<file path="src/rtl/ship_placement_ctrl.sv">
`default_nettype none
// ============================================================================
// Module   : ship_placement_ctrl
// Purpose  : Sequences ship placement on a COLS x ROWS board. Owns the cell
//            cursor (1..CELLS, wrapping) and the ship orientation, validates
//            each placement request against the board edges and the current
//            occupancy map, and writes accepted ships one cell per cycle to
//            the board memory. Raises done once every ship has been placed.
// Revision : 1.0 - initial release
// ----------------------------------------------------------------------------
// Ports
//   clk             in   1       clock
//   rst             in   1       synchronous active-high reset
//   i_enable        in   1       0 = freeze all state, write strobe forced low
//   i_next_pulse    in   1       cursor +1 (wraps CELLS -> 1)
//   i_rot_pulse     in   1       toggle orientation
//   i_place_pulse   in   1       request placement of current ship at cursor
//   o_cursor        out  5       current cell, 1-based
//   o_horizontal    out  1       1 = +1 per cell, 0 = +COLS per cell
//   o_ship_idx      out  2       ship being placed (0..NUM_SHIPS)
//   o_cell_we       out  1       board memory write strobe
//   o_cell_addr     out  5       board memory address (1-based cell)
//   o_cell_id       out  2       ship id written (ship_idx+1)
//   o_occupancy     out  CELLS   bit c-1 set = cell c occupied
//   o_busy          out  1       placement being checked / written
//   o_reject        out  1       one-cycle pulse: placement refused
//   o_done          out  1       all ships placed, held until rst
// ============================================================================
module ship_placement_ctrl #(
    parameter int COLS      = 5,
    parameter int ROWS      = 5,
    parameter int NUM_SHIPS = 3
) (
    input  logic                   clk,
    input  logic                   rst,
    input  logic                   i_enable,
    input  logic                   i_next_pulse,
    input  logic                   i_rot_pulse,
    input  logic                   i_place_pulse,
    output logic [4:0]             o_cursor,
    output logic                   o_horizontal,
    output logic [1:0]             o_ship_idx,
    output logic                   o_cell_we,
    output logic [4:0]             o_cell_addr,
    output logic [1:0]             o_cell_id,
    output logic [COLS*ROWS-1:0]   o_occupancy,
    output logic                   o_busy,
    output logic                   o_reject,
    output logic                   o_done
);

    localparam int         CELLS   = COLS * ROWS;
    localparam int         MAX_LEN = NUM_SHIPS + 1;
    localparam logic [4:0] c_CELLS = 5'(CELLS);
    localparam logic [4:0] c_COLS  = 5'(COLS);
    localparam logic [4:0] c_ROWS  = 5'(ROWS);
    localparam logic [1:0] c_LAST  = 2'(NUM_SHIPS);

    typedef enum logic [1:0] {
        S_SELECT = 2'd0,
        S_CHECK  = 2'd1,
        S_WRITE  = 2'd2,
        S_DONE   = 2'd3
    } state_t;

    state_t               r_state;
    logic [4:0]           r_cursor;
    logic                 r_horiz;
    logic [1:0]           r_ship_idx;
    logic [CELLS-1:0]     r_occ;
    logic [2:0]           r_wr_cnt;
    logic                 r_cell_we;
    logic [4:0]           r_cell_addr;
    logic [1:0]           r_cell_id;
    logic                 r_busy;
    logic                 r_reject;
    logic                 r_done;

    // ------------------------------------------------------------------
    // Placement geometry for the current ship at the cursor
    // ------------------------------------------------------------------
    logic [4:0]           w_base;
    logic [4:0]           w_row;
    logic [4:0]           w_col;
    logic [2:0]           w_len;
    logic [4:0]           w_step;
    logic                 w_in_bounds;
    logic [CELLS-1:0]     w_target;
    logic                 w_overlap;
    logic                 w_valid;
    logic [4:0]           w_wr_addr;
    logic [CELLS-1:0]     w_wr_onehot;

    assign w_base = r_cursor - 5'd1;
    assign w_row  = w_base / c_COLS;
    assign w_col  = w_base % c_COLS;
    assign w_len  = {1'b0, r_ship_idx} + 3'd2;
    assign w_step = r_horiz ? 5'd1 : c_COLS;

    // Column overflow in horizontal mode would wrap onto the next row and
    // still land inside the board, so the edge test is done in row/column
    // space rather than on the linear address.
    assign w_in_bounds = r_horiz ? (({1'b0, w_col} + {3'b0, w_len}) <= {1'b0, c_COLS})
                                 : (({1'b0, w_row} + {3'b0, w_len}) <= {1'b0, c_ROWS});

    // Mask of cells the ship would cover; only meaningful when in bounds.
    always_comb begin
        w_target = '0;
        for (int c = 0; c < CELLS; c++) begin
            for (int k = 0; k < MAX_LEN; k++) begin
                if ((k < int'(w_len)) && ((int'(w_base) + k * int'(w_step)) == c)) begin
                    w_target[c] = 1'b1;
                end
            end
        end
    end

    assign w_overlap = |(w_target & r_occ);
    assign w_valid   = w_in_bounds & ~w_overlap;

    // wr_cnt is 0 while in CHECK, so this also yields the first cell there.
    assign w_wr_addr = r_cursor + ({2'b00, r_wr_cnt} * w_step);

    always_comb begin
        w_wr_onehot = '0;
        for (int c = 0; c < CELLS; c++) begin
            w_wr_onehot[c] = (int'(w_wr_addr) == (c + 1));
        end
    end

    // ------------------------------------------------------------------
    // Control FSM with registered outputs
    // ------------------------------------------------------------------
    always_ff @(posedge clk) begin
        if (rst) begin
            r_state     <= S_SELECT;
            r_cursor    <= 5'd1;
            r_horiz     <= 1'b1;
            r_ship_idx  <= 2'd0;
            r_occ       <= '0;
            r_wr_cnt    <= 3'd0;
            r_cell_we   <= 1'b0;
            r_cell_addr <= 5'd0;
            r_cell_id   <= 2'd0;
            r_busy      <= 1'b0;
            r_reject    <= 1'b0;
            r_done      <= 1'b0;
        end else if (i_enable) begin
            r_reject <= 1'b0;
            case (r_state)
                S_SELECT: begin
                    if (i_place_pulse) begin
                        r_state <= S_CHECK;
                        r_busy  <= 1'b1;
                    end else if (i_rot_pulse) begin
                        r_horiz <= ~r_horiz;
                    end else if (i_next_pulse) begin
                        r_cursor <= (r_cursor == c_CELLS) ? 5'd1 : (r_cursor + 5'd1);
                    end
                end

                S_CHECK: begin
                    if (w_valid) begin
                        // First cell is issued on the same edge that accepts
                        // the placement, giving a two-cycle place-to-write latency.
                        r_state     <= S_WRITE;
                        r_cell_we   <= 1'b1;
                        r_cell_addr <= w_wr_addr;
                        r_cell_id   <= r_ship_idx + 2'd1;
                        r_occ       <= r_occ | w_wr_onehot;
                        r_wr_cnt    <= 3'd1;
                    end else begin
                        r_state  <= S_SELECT;
                        r_busy   <= 1'b0;
                        r_reject <= 1'b1;
                    end
                end

                S_WRITE: begin
                    if (r_wr_cnt == w_len) begin
                        r_cell_we  <= 1'b0;
                        r_wr_cnt   <= 3'd0;
                        r_ship_idx <= r_ship_idx + 2'd1;
                        r_cursor   <= 5'd1;
                        r_horiz    <= 1'b1;
                        r_busy     <= 1'b0;
                        if ((r_ship_idx + 2'd1) == c_LAST) begin
                            r_state <= S_DONE;
                            r_done  <= 1'b1;
                        end else begin
                            r_state <= S_SELECT;
                        end
                    end else begin
                        r_cell_we   <= 1'b1;
                        r_cell_addr <= w_wr_addr;
                        r_cell_id   <= r_ship_idx + 2'd1;
                        r_occ       <= r_occ | w_wr_onehot;
                        r_wr_cnt    <= r_wr_cnt + 3'd1;
                    end
                end

                S_DONE: begin
                    r_state <= S_DONE;
                end

                default: begin
                    r_state <= S_SELECT;
                end
            endcase
        end
    end

    assign o_cursor     = r_cursor;
    assign o_horizontal = r_horiz;
    assign o_ship_idx   = r_ship_idx;
    // A strobe pending while frozen is presented again once enable returns.
    assign o_cell_we    = r_cell_we & i_enable;
    assign o_cell_addr  = r_cell_addr;
    assign o_cell_id    = r_cell_id;
    assign o_occupancy  = r_occ;
    assign o_busy       = r_busy;
    assign o_reject     = r_reject;
    assign o_done       = r_done;

endmodule
`default_nettype wire

</file>
<file path="config.mk">
export PLATFORM = sky130hd
export DESIGN_NAME = ship_placement_ctrl
export DESIGN_NICKNAME = d
export VERILOG_FILES = /design/src/rtl/ship_placement_ctrl.sv
export SDC_FILE = /design/constraint.sdc
export NUM_CORES = 1
export LEC_CHECK = 0
export CAP_MARGIN = 0
export CELL_PAD_IN_SITES_DETAIL_PLACEMENT = 2
export CELL_PAD_IN_SITES_GLOBAL_PLACEMENT = 2
export CORE_MARGIN = 5
export CORE_UTILIZATION = 23
export DETAILED_ROUTE_END_ITERATION = 6
export GPL_ROUTABILITY_DRIVEN = 0
export PLACE_DENSITY = 0.62
export SLEW_MARGIN = 40
export SYNTH_ARGS = -nofsm -noshare
export SYNTH_HDL_FRONTEND = slang
export SYNTH_SLANG_ARGS = --single-unit
</file>
<file path="constraint.sdc">
create_clock -name clk -period 6 [get_ports clk]
set_input_delay 1.2 -clock clk [delete_from_list [all_inputs] [get_ports clk]]
set_output_delay 1.2 -clock clk [all_outputs]
set_load 0.005 [all_outputs]
</file>
Word-level counts from Yosys, hierarchy flattened:

Index checks and enable logic that the tools add are counted.

* bits in registers: 49
* input bits: 6
* word-level logic and storage cells: 430

* add/sub/neg operators: 11
* $mul: 2
* div/mod/pow operators: 2
* $lt $le $gt $ge: 6
* equal/unequal tests: 136
* muxes and demuxes: 138
* bitwise logic cells: 6
* reduce and logical (&&, ||, !) cells: 117

Operators with widths (number)
* $eq A32 B5 Y1 const B: 24
* $eq A32 B6 Y1 const B: 24
* $eq A32 B4 Y1 const B: 12
* $eq A32 B3 Y1 const B: 6
* $eq A5 B5 Y1 const B: 33
* $logic_not A32 Y1: 4
* $mux W1: 111
* $logic_and A1 B1 Y1: 100
* $eq A32 B2 Y1 const B: 3
* $eq A5 B4 Y1 const B: 11
* $mux W25: 2
* $pmux W25 S2: 1
* $mux W5: 7
* $and A25 B25 Y25: 1
* $or A25 B25 Y25: 1
* $reduce_or A25 Y1: 1
* $eq A5 B3 Y1 const B: 4
* $pmux W5 S2: 2
* $add A5 B3 Y6: 3
* $eq A6 B5 Y1 const B: 3
* $ne A2 B2 Y1 const B: 9
* $le A6 B3 Y1 const B: 2
* $mux W2: 6
* $eq A5 B2 Y1 const B: 2
* 32 further kinds: 46

Logic depth before layout (Yosys ltp):

Gate-level depths: netlist of the first run.

* depth in word-level cells: 13
* mapped depth: 29

Worst setup path after synthesis of the first run:

OpenSTA, ideal clock, no wires.

* kind: register to register
* start point: register r_cursor[0], in the netlist o_cursor[0]
* end point: register r_occ[21], in the netlist o_occupancy[21]
* data arrival time: 6221 ps
* data required time: 5931 ps
* path slack: -290 ps
* cell stages (with the launch flop): 30
* path buffers: 4
* period minus slack after synthesis: 6290 ps
* cell sequence: dfxtp_1 buf_2 buf_1 inv_1 ha_1 buf_2 xor2_2 inv_1 ha_1 o21ai_0 a221o_1 a32oi_1 a211oi_1 nor3_1 nand3_1 xnor2_1 ha_1 inv_1 fa_1 xnor2_1 a211oi_1 and3_1 nand4_1 nor4_1 a211o_2 nor2_2 o41a_1 buf_6 or4_1 o21ai_1

* cells in the longest elaborated chain, start to end: 13

Ends and longest elaborated chain
* start: declaration: RTL line 67 `logic [4:0] r_cursor;`
* start signal: assignment: RTL line 158 `r_cursor <= (r_cursor == c_CELLS) ? 5'd1 : (r_cursor + 5'd1);`
* branches (longest 13 deep; another with $add A5 B3 Y6)
* end signal: assignment: RTL line 170 `r_occ <= r_occ | w_wr_onehot;`
* end signal: assignment: RTL line 197 `r_occ <= r_occ | w_wr_onehot;`
* end: declaration: RTL line 70 `logic [CELLS-1:0] r_occ;`

Several ways; the timed one is not identified. The select of a mux whose other input is x is not followed.
A chain may end at the register's enable or synchronous reset.

Worst setup path in the final report of the first run:

* start point: register r_cursor[1], in the netlist o_cursor[1]
* end point: register r_occ[22], in the netlist o_occupancy[22]

The elaborated chain is that of the path after synthesis.

==> summary.txt, run 1 <==
Status
  – Status: finished clean

Detailed routing
  – Initial DRC count: around 360
  – Overall routed net length: between 20000 and 25000 um
  – Drt pass-1 iters: 5
  – Average via count per standard cell: around 5.6
  – Number of vias in the routed layout: roughly 5700
  – Wire per inst: between 20 and 25 um
  – Number of remaining DRC errors: 0
  – Final ANT Viol Nets: 0

Synthesis
  – Seq/Total Area, Yosys: 0.192
  – Cells taking the most area after synthesis: sky130_fd_sc_hd__dfxtp_1, sky130_fd_sc_hd__ha_1, sky130_fd_sc_hd__nand2b_1, sky130_fd_sc_hd__xnor2_1, sky130_fd_sc_hd__inv_1
  – Top cells by count, synth: sky130_fd_sc_hd__dfxtp_1, sky130_fd_sc_hd__inv_1, sky130_fd_sc_hd__nor2_1, sky130_fd_sc_hd__nand2_1
  – Post-synth top area cell: sky130_fd_sc_hd__dfxtp_1
  – Mean post-synth cell area: ~7.6 um^2
  – Most instantiated library cell after synthesis: sky130_fd_sc_hd__dfxtp_1
  – Cell Area, Synth: about 5000 um^2
  – Syn Nets: 721
  – Total of warnings raised by yosys: 0
  – Number of enable flip-flop cells after synthesis: 0
  – Fraction of synthesis flops using an asynchronous set or reset pin: 0
  – Unique masters post-synth: 89
  – Prevailing post-synth register cell: sky130_fd_sc_hd__dfxtp_1
  – Share of the synthesized area in the top cell type: 0.192
  – Yosys reg bits: 49
  – Cell count after synthesis: approximately 670

GRT
  – Initial antenna violation count: 0
  – Total global routing track utilization: 0.183
  – Vias in the first global route: 6171
  – Wire length of the first global-routing pass: ~38000 um
  – Pin count of the biggest net entering global routing: 50
  – Aggregate global routing overflow: 0

Final layout
  – Fraction of final layout cells with drive strength greater than 1: 0.132
  – Diodes inserted: 0
  – Filler cells: 2504
  – Signed area change from the synthesized netlist to the final layout: 25.4%
  – Final core area utilization: 0.293
  – Final net count: between 700 and 800
  – Final instance area: ~6400 um^2

STA
  – Setup skew after layout: ~0.0054 ns
  – Highest clock frequency the design can meet: roughly 170 MHz
  – Tightest slew margin relative to the limit: 0.478
  – Final Max Tran Viols: 0
  – Post-route clock period utilization: 0.980
  – Number of hold violations in the final report: 0
  – Transition time at the pin with the least slew margin: about 0.78 ns
  – WHS: roughly 0.48 ns
  – Number of setup violations in the final report: 0
  – Final worst slack: 0.119 ns
  – Time the final worst path needs with I/O delays and setup: 5.88 ns

CTS
  – Clock tree from TritonCTS: yes
  – Number of buffers created by CTS: 5
  – Library cell used as clock root buffer: sky130_fd_sc_hd__clkbuf_16
  – Number of hold buffers added after cts: 0
  – Insertion delay to the later sink of the worst-skew pair: 0.30 ns
  – Total clock sinks: 49
  – Reg clk slew, reported paths: roughly 0.07 ns
  – CTS H-tree depth: 2
  – Deepest clock path buffer count: 2

Floorplanning
  – Core box area: roughly 22000 um^2
  – Height of the die: 159 um
  – Die Width: between 150 and 200 um
  – Initial core utilization: 0.234
  – Cell Rows: 54
  – # IOs: 50
  – Full die area: between 20000 and 30000 um^2

Place
  – Worst setup timing slack at the placement stage: -0.592 ns
  – Total cell area at the placement stage: ~6000 um^2
  – Hpwl dp: about 19000 um
  – Count of buffers from port buffering: 49

Setup path
  – Standard cell with the maximum stage delay on the critical path: sky130_fd_sc_hd__or4_1
  – Worst reg2reg setup slack: about 0.12 ns
  – Worst Setup Path Type: reg2reg
  – CP cell instances: o31a_1 -> or2_1 -> inv_2 -> ha_4 -> o21ai_0 -> a221o_1 -> a32oi_4 -> a211oi_2 -> nor3_2 -> nand3_2 -> xnor2_2 -> ha_2 -> inv_1 -> fa_1 -> inv_1 -> a211oi_2 -> and3_4 -> nand4_1 -> nor4_2 -> a211o_2 -> nor2_2 -> o41a_1 -> or4_1 -> o21ai_1
  – Crit. End Element: flip-flop
  – Slowest stage delay, CP: around 0.55 ns
  – Launching element type of the critical path: flip-flop
  – CP Max Fanout: 7
  – Data arrival, critical path: about 6.1 ns
  – Gate family responsible for the most delay along the worst path: compound AO/OA/AOI/OAI gates
  – Critical R2R Capture: o_occupancy[22]
  – Worst path buffer plus inverter count: 3
  – Required @ worst endpoint: ~6.2 ns
  – Worst flop-to-flop path startpoint: o_cursor[1]
  – FF-to-FF path depth: 24

Power and ir drop
  – Final Power: 0.910 mW
  – Worst-case vdd ir drop: about 0.096 mV
  – Cell Pwr Density: approximately 140 nW/um^2
  – Leakage dissipation: 2.19 nW

Worst hold path
  – Instance count along the most critical hold path: 2
  – Hold Path Sink: o_done
  – Min-Delay Startpoint: o_done
  – Class of the worst hold path: reg2reg

Run
  – Number of max-cap violations: 0
-- worst max-delay path by stage --
stage	startpoint	endpoint	slack (ns)	cells after the start
2_1_floorplan	o_cursor[0]	o_occupancy[21]	0.03	29
3_3_place_gp	o_cursor[1]	o_occupancy[11]	0.10	25
3_5_place_dp	o_cursor[1]	o_occupancy[11]	-0.59	24
4_1_cts	o_cursor[2]	o_occupancy[23]	0.02	25
5_1_grt	o_cursor[1]	o_occupancy[22]	-0.13	24
6_report	o_cursor[1]	o_occupancy[22]	0.12	24
-- timing repair --
item	4_1_cts	5_1_grt
setup endpoints to repair	39	39
buffers inserted	2	11
pin swaps	1	12
hold endpoints to repair	0	0
gates resized for setup	6	26
-- sequential cells by signal (all words and copies together), names as in the netlist, 2 cells and up --
register,count
o_occupancy,25
o_cell_addr,5
o_cursor,5
r_state,2
r_wr_cnt,3
o_cell_id,2
o_ship_idx,2
-- layout by cell type, fill, tap and decap left out, drive strengths merged, types with 9 or more instances in the layout --
master	count
nand3	30
ha	36
xnor2	21
clkdlybuf4s50	49
inv	49
nand4	15
nor2	48
nand2	38
nor3	19
dfxtp	49
nand2b	36
buf	38
nor2b	15
mux2i	9
a211oi	12
o21ai	32
o31ai	11
a21oi	28
a32oi	13
o22ai	13
nor4	9
a31oi	15
-- layout make-up --
class	count	area, um^2	share of cell area
flip-flops and latches	49	986	0.154
well taps	280	350	0.0548
repair buffers	87	800	0.125
clock buffers	6	129	0.0201
multi-input cells	534	3930	0.614
clock inverters	2	13.8	0.00215
inverters	50	189	0.0295
-- per-layer routing --
layer / wire length [um] / global-route usage / part of all wire
met1: 10700 / 0.239 / 0.44
met2: 11800 / 0.321 / 0.49
met3: 878 / 0.0171 / 0.036
met4: 705 / 0.0566 / 0.029
met5: 0 / 0 / 0
-- power by group --
group / switching [mW] / leakage, nW / internal, mW
sequential: 0.00693 / 0.396 / 0.332
combinational: 0.178 / 1.72 / 0.105
clock: 0.132 / 0.0712 / 0.156
-- cells by family after synthesis --
kind of cell,Yosys count,share of synthesized area
buf+inv,91,0.0723
fa+ha+maj,41,0.108
compound gates,197,0.281
mux,11,0.0221
flops,49,0.192
simple gates,257,0.275
xor+xnor,28,0.0495
-- worst register-to-register path: cells and delay by family (launching register included) --
kind	cells	cell delay (ns)
simple gates	8	2.09
fa+ha+maj	3	0.84
flops	1	0.37
compound gates	9	2.13
xor+xnor	1	0.18
buf+inv	3	0.20
-- stage by stage --
stage / std cells / setup TNS, ns
final: 1008 / 0
after global routing: 1008 / -2.12
after CTS: 997 / 0
after detailed placement: 987 / -12.61
after global placement: 987 / 0
after floorplan: 674 / 0
No activity file was read; power rests on OpenSTA's default activity.
==> inputs of run 2 (changes only) <==
--- a/config.mk
+++ b/config.mk
@@ -12,6 +12,7 @@
 export CORE_UTILIZATION = 23
 export DETAILED_ROUTE_END_ITERATION = 6
 export GPL_ROUTABILITY_DRIVEN = 0
+export GPL_TIMING_DRIVEN = 0
 export PLACE_DENSITY = 0.62
 export SLEW_MARGIN = 40
 export SYNTH_ARGS = -nofsm -noshare
==> summary.txt, run 2 (synthesis gave the netlist of run 1 again) <==
STA
  – Time the final worst path needs with I/O delays and setup: around 6 ns
  – Transition time at the pin with the least slew margin: roughly 0.67 ns
  – Setup repair after global routing missed its margin: yes
  – Tightest slew margin relative to the limit: 0.550
  – Highest clock frequency the design can meet: 167 MHz
  – WHS: around 0.48 ns
  – Final Max Tran Viols: 0
  – Number of hold violations in the final report: 0
  – Number of setup violations in the final report: 1
  – Final TNS setup: -0.00364 ns
  – Post-route clock period utilization: 1.00
  – Setup skew after layout: a little under 0.007 ns
  – Final worst slack: -0.00364 ns

Setup path
  – Standard cell with the maximum stage delay on the critical path: sky130_fd_sc_hd__or4_1
  – Required @ worst endpoint: 6.22 ns
  – Launching element type of the critical path: flip-flop
  – Gate family responsible for the most delay along the worst path: compound AO/OA/AOI/OAI gates
  – Worst path buffer plus inverter count: 3
  – Worst Setup Path Type: reg2reg
  – CP Max Fanout: 8
  – Slowest stage delay, CP: around 0.55 ns
  – Data arrival, critical path: just over 6 ns
  – Crit. End Element: flip-flop

Floorplanning
  – # IOs: 50
  – Full die area: around 25000 um^2
  – Initial core utilization: 0.234
  – Height of the die: between 150 and 200 um
  – Cell Rows: 54
  – Die Width: approximately 160 um
  – Core box area: ~22000 um^2

Final layout
  – Final instance area: ~6800 um^2
  – Number of standard cells in the final layout excluding fillers: 1049
  – Signed area change from the synthesized netlist to the final layout: 34.2%
  – Diodes inserted: 0
  – Most common library cell in the layout ignoring fill and taps: sky130_fd_sc_hd__clkdlybuf4s50_1
  – Number of flip-flops in the largest register: 25
  – Final net count: about 800
  – Fraction of final layout cells with drive strength greater than 1: 0.174
  – Commonest cells after routing, fill and taps aside: sky130_fd_sc_hd__clkdlybuf4s50_1, sky130_fd_sc_hd__dfxtp_1, sky130_fd_sc_hd__nor2_1, sky130_fd_sc_hd__inv_1, sky130_fd_sc_hd__buf_4

GRT
  – Pin count of the biggest net entering global routing: 18
  – Vias in the first global route: approximately 6100
  – Total global routing track utilization: 0.186
  – Wire length of the first global-routing pass: 37500 um
  – Initial antenna violation count: 0
  – Aggregate global routing overflow: 0

Power and ir drop
  – Cell Pwr Density: between 100 and 150 nW/um^2
  – Worst-case vdd ir drop: about 0.13 mV
  – Leakage dissipation: 2.36 nW

Detailed routing
  – Initial DRC count: ~320
  – Final ANT Viol Nets: 0
  – Number of vias in the routed layout: 5905
  – Wire per inst: roughly 24 um
  – Average via count per standard cell: about 5.6
  – Number of remaining DRC errors: 0
  – Overall routed net length: 25400 um
  – Drt pass-1 iters: 5

CTS
  – Number of hold buffers added after cts: 0
  – Insertion delay to the later sink of the worst-skew pair: 0.30 ns
  – Number of buffers created by CTS: 5
  – Reg clk slew, reported paths: 0.07 ns
  – Clock tree from TritonCTS: yes
  – Total clock sinks: 49
  – CTS H-tree depth: 2
  – Deepest clock path buffer count: 2
  – Library cell used as clock root buffer: sky130_fd_sc_hd__clkbuf_16

Place
  – Total cell area at the placement stage: approximately 6000 um^2
  – Hpwl dp: approximately 19000 um
  – Count of buffers from port buffering: 48
  – Worst setup timing slack at the placement stage: -1.45 ns
  – Dpl cells: around 1000

Status
  – Status: finished, violations left
  – Failing checks: negative setup slack

Run
  – Number of max-cap violations: 0

Worst hold path
  – Class of the worst hold path: reg2reg
[run 2: cell types whose count changed in the layout (fill, tap and decap cells not counted), moves of 3 or more]
cell	before	now
sky130_fd_sc_hd__buf_4	34	39
sky130_fd_sc_hd__clkinvlp_4	0	3
sky130_fd_sc_hd__o31ai_4	0	5
sky130_fd_sc_hd__o21ai_0	28	22
sky130_fd_sc_hd__clkbuf_1	1	20
sky130_fd_sc_hd__buf_2	0	3
sky130_fd_sc_hd__o32ai_2	1	4
sky130_fd_sc_hd__o31ai_1	11	5
sky130_fd_sc_hd__inv_1	46	43
sky130_fd_sc_hd__o21ai_1	4	9
sky130_fd_sc_hd__buf_8	0	3
sky130_fd_sc_hd__o32ai_1	7	4
sky130_fd_sc_hd__buf_1	0	6
[run 2: tightest hold or removal path: cells and delay by family (launching register included)]
kind            cells  cell delay (ns)
compound gates      2             0.11
flops               1             0.32
[run 2: per-layer routing]
layer | GRT usage | share of wire | up-vias
met5 | 0 | 0 | -
met4 | 0.0636 | 0.032 | 0
met3 | 0.0202 | 0.037 | 43
met2 | 0.319 | 0.48 | 160
met1 | 0.242 | 0.45 | 3011
li1 | - | - | 2691
[run 2: repair_timing]
item	in CTS	in global routing
endpoints found under the setup margin	39	39
hold endpoints to repair	0	0
gates resized for setup	39	48
pin swaps	12	31
buffers inserted	15	24
gates cloned	0	1
[run 2: final timing paths]
path,depth (start not counted),slack (ns),endpoint,from
setup reg to reg,25,-0.004,o_occupancy[18],o_cursor[0]
setup / recovery,25,-0.004,o_occupancy[18],o_cursor[0]
hold / removal,2,0.48,o_cell_addr[0],o_cell_addr[0]
hold reg to reg,2,0.48,o_cell_addr[0],o_cell_addr[0]
[run 2: final cells by class]
cell class / count / area, um^2
plain buffers: 40 / 250
clock buffers: 5 / 125
clock inverters: 3 / 25.0
fillers: 2503 / 15000
inverters: 50 / 199
multi-input cells: 534 / 4110
flip-flops and latches: 49 / 990
well taps: 280 / 350
repair buffers: 88 / 802
[run 2: through the flow]
step	utilization	power [mW]
final	0.314	0.950
after CTS	0.294	0.925
after floorplan	-	0.511
after detailed placement	0.274	0.605
after global routing	0.314	0.997
after global placement	0.273	0.596
[run 2: where the power goes]
part	leakage (nW)	switching (mW)	internal [mW]
combinational	1.89	0.193	0.123
clock	0.0708	0.136	0.158
sequential	0.397	0.00731	0.332
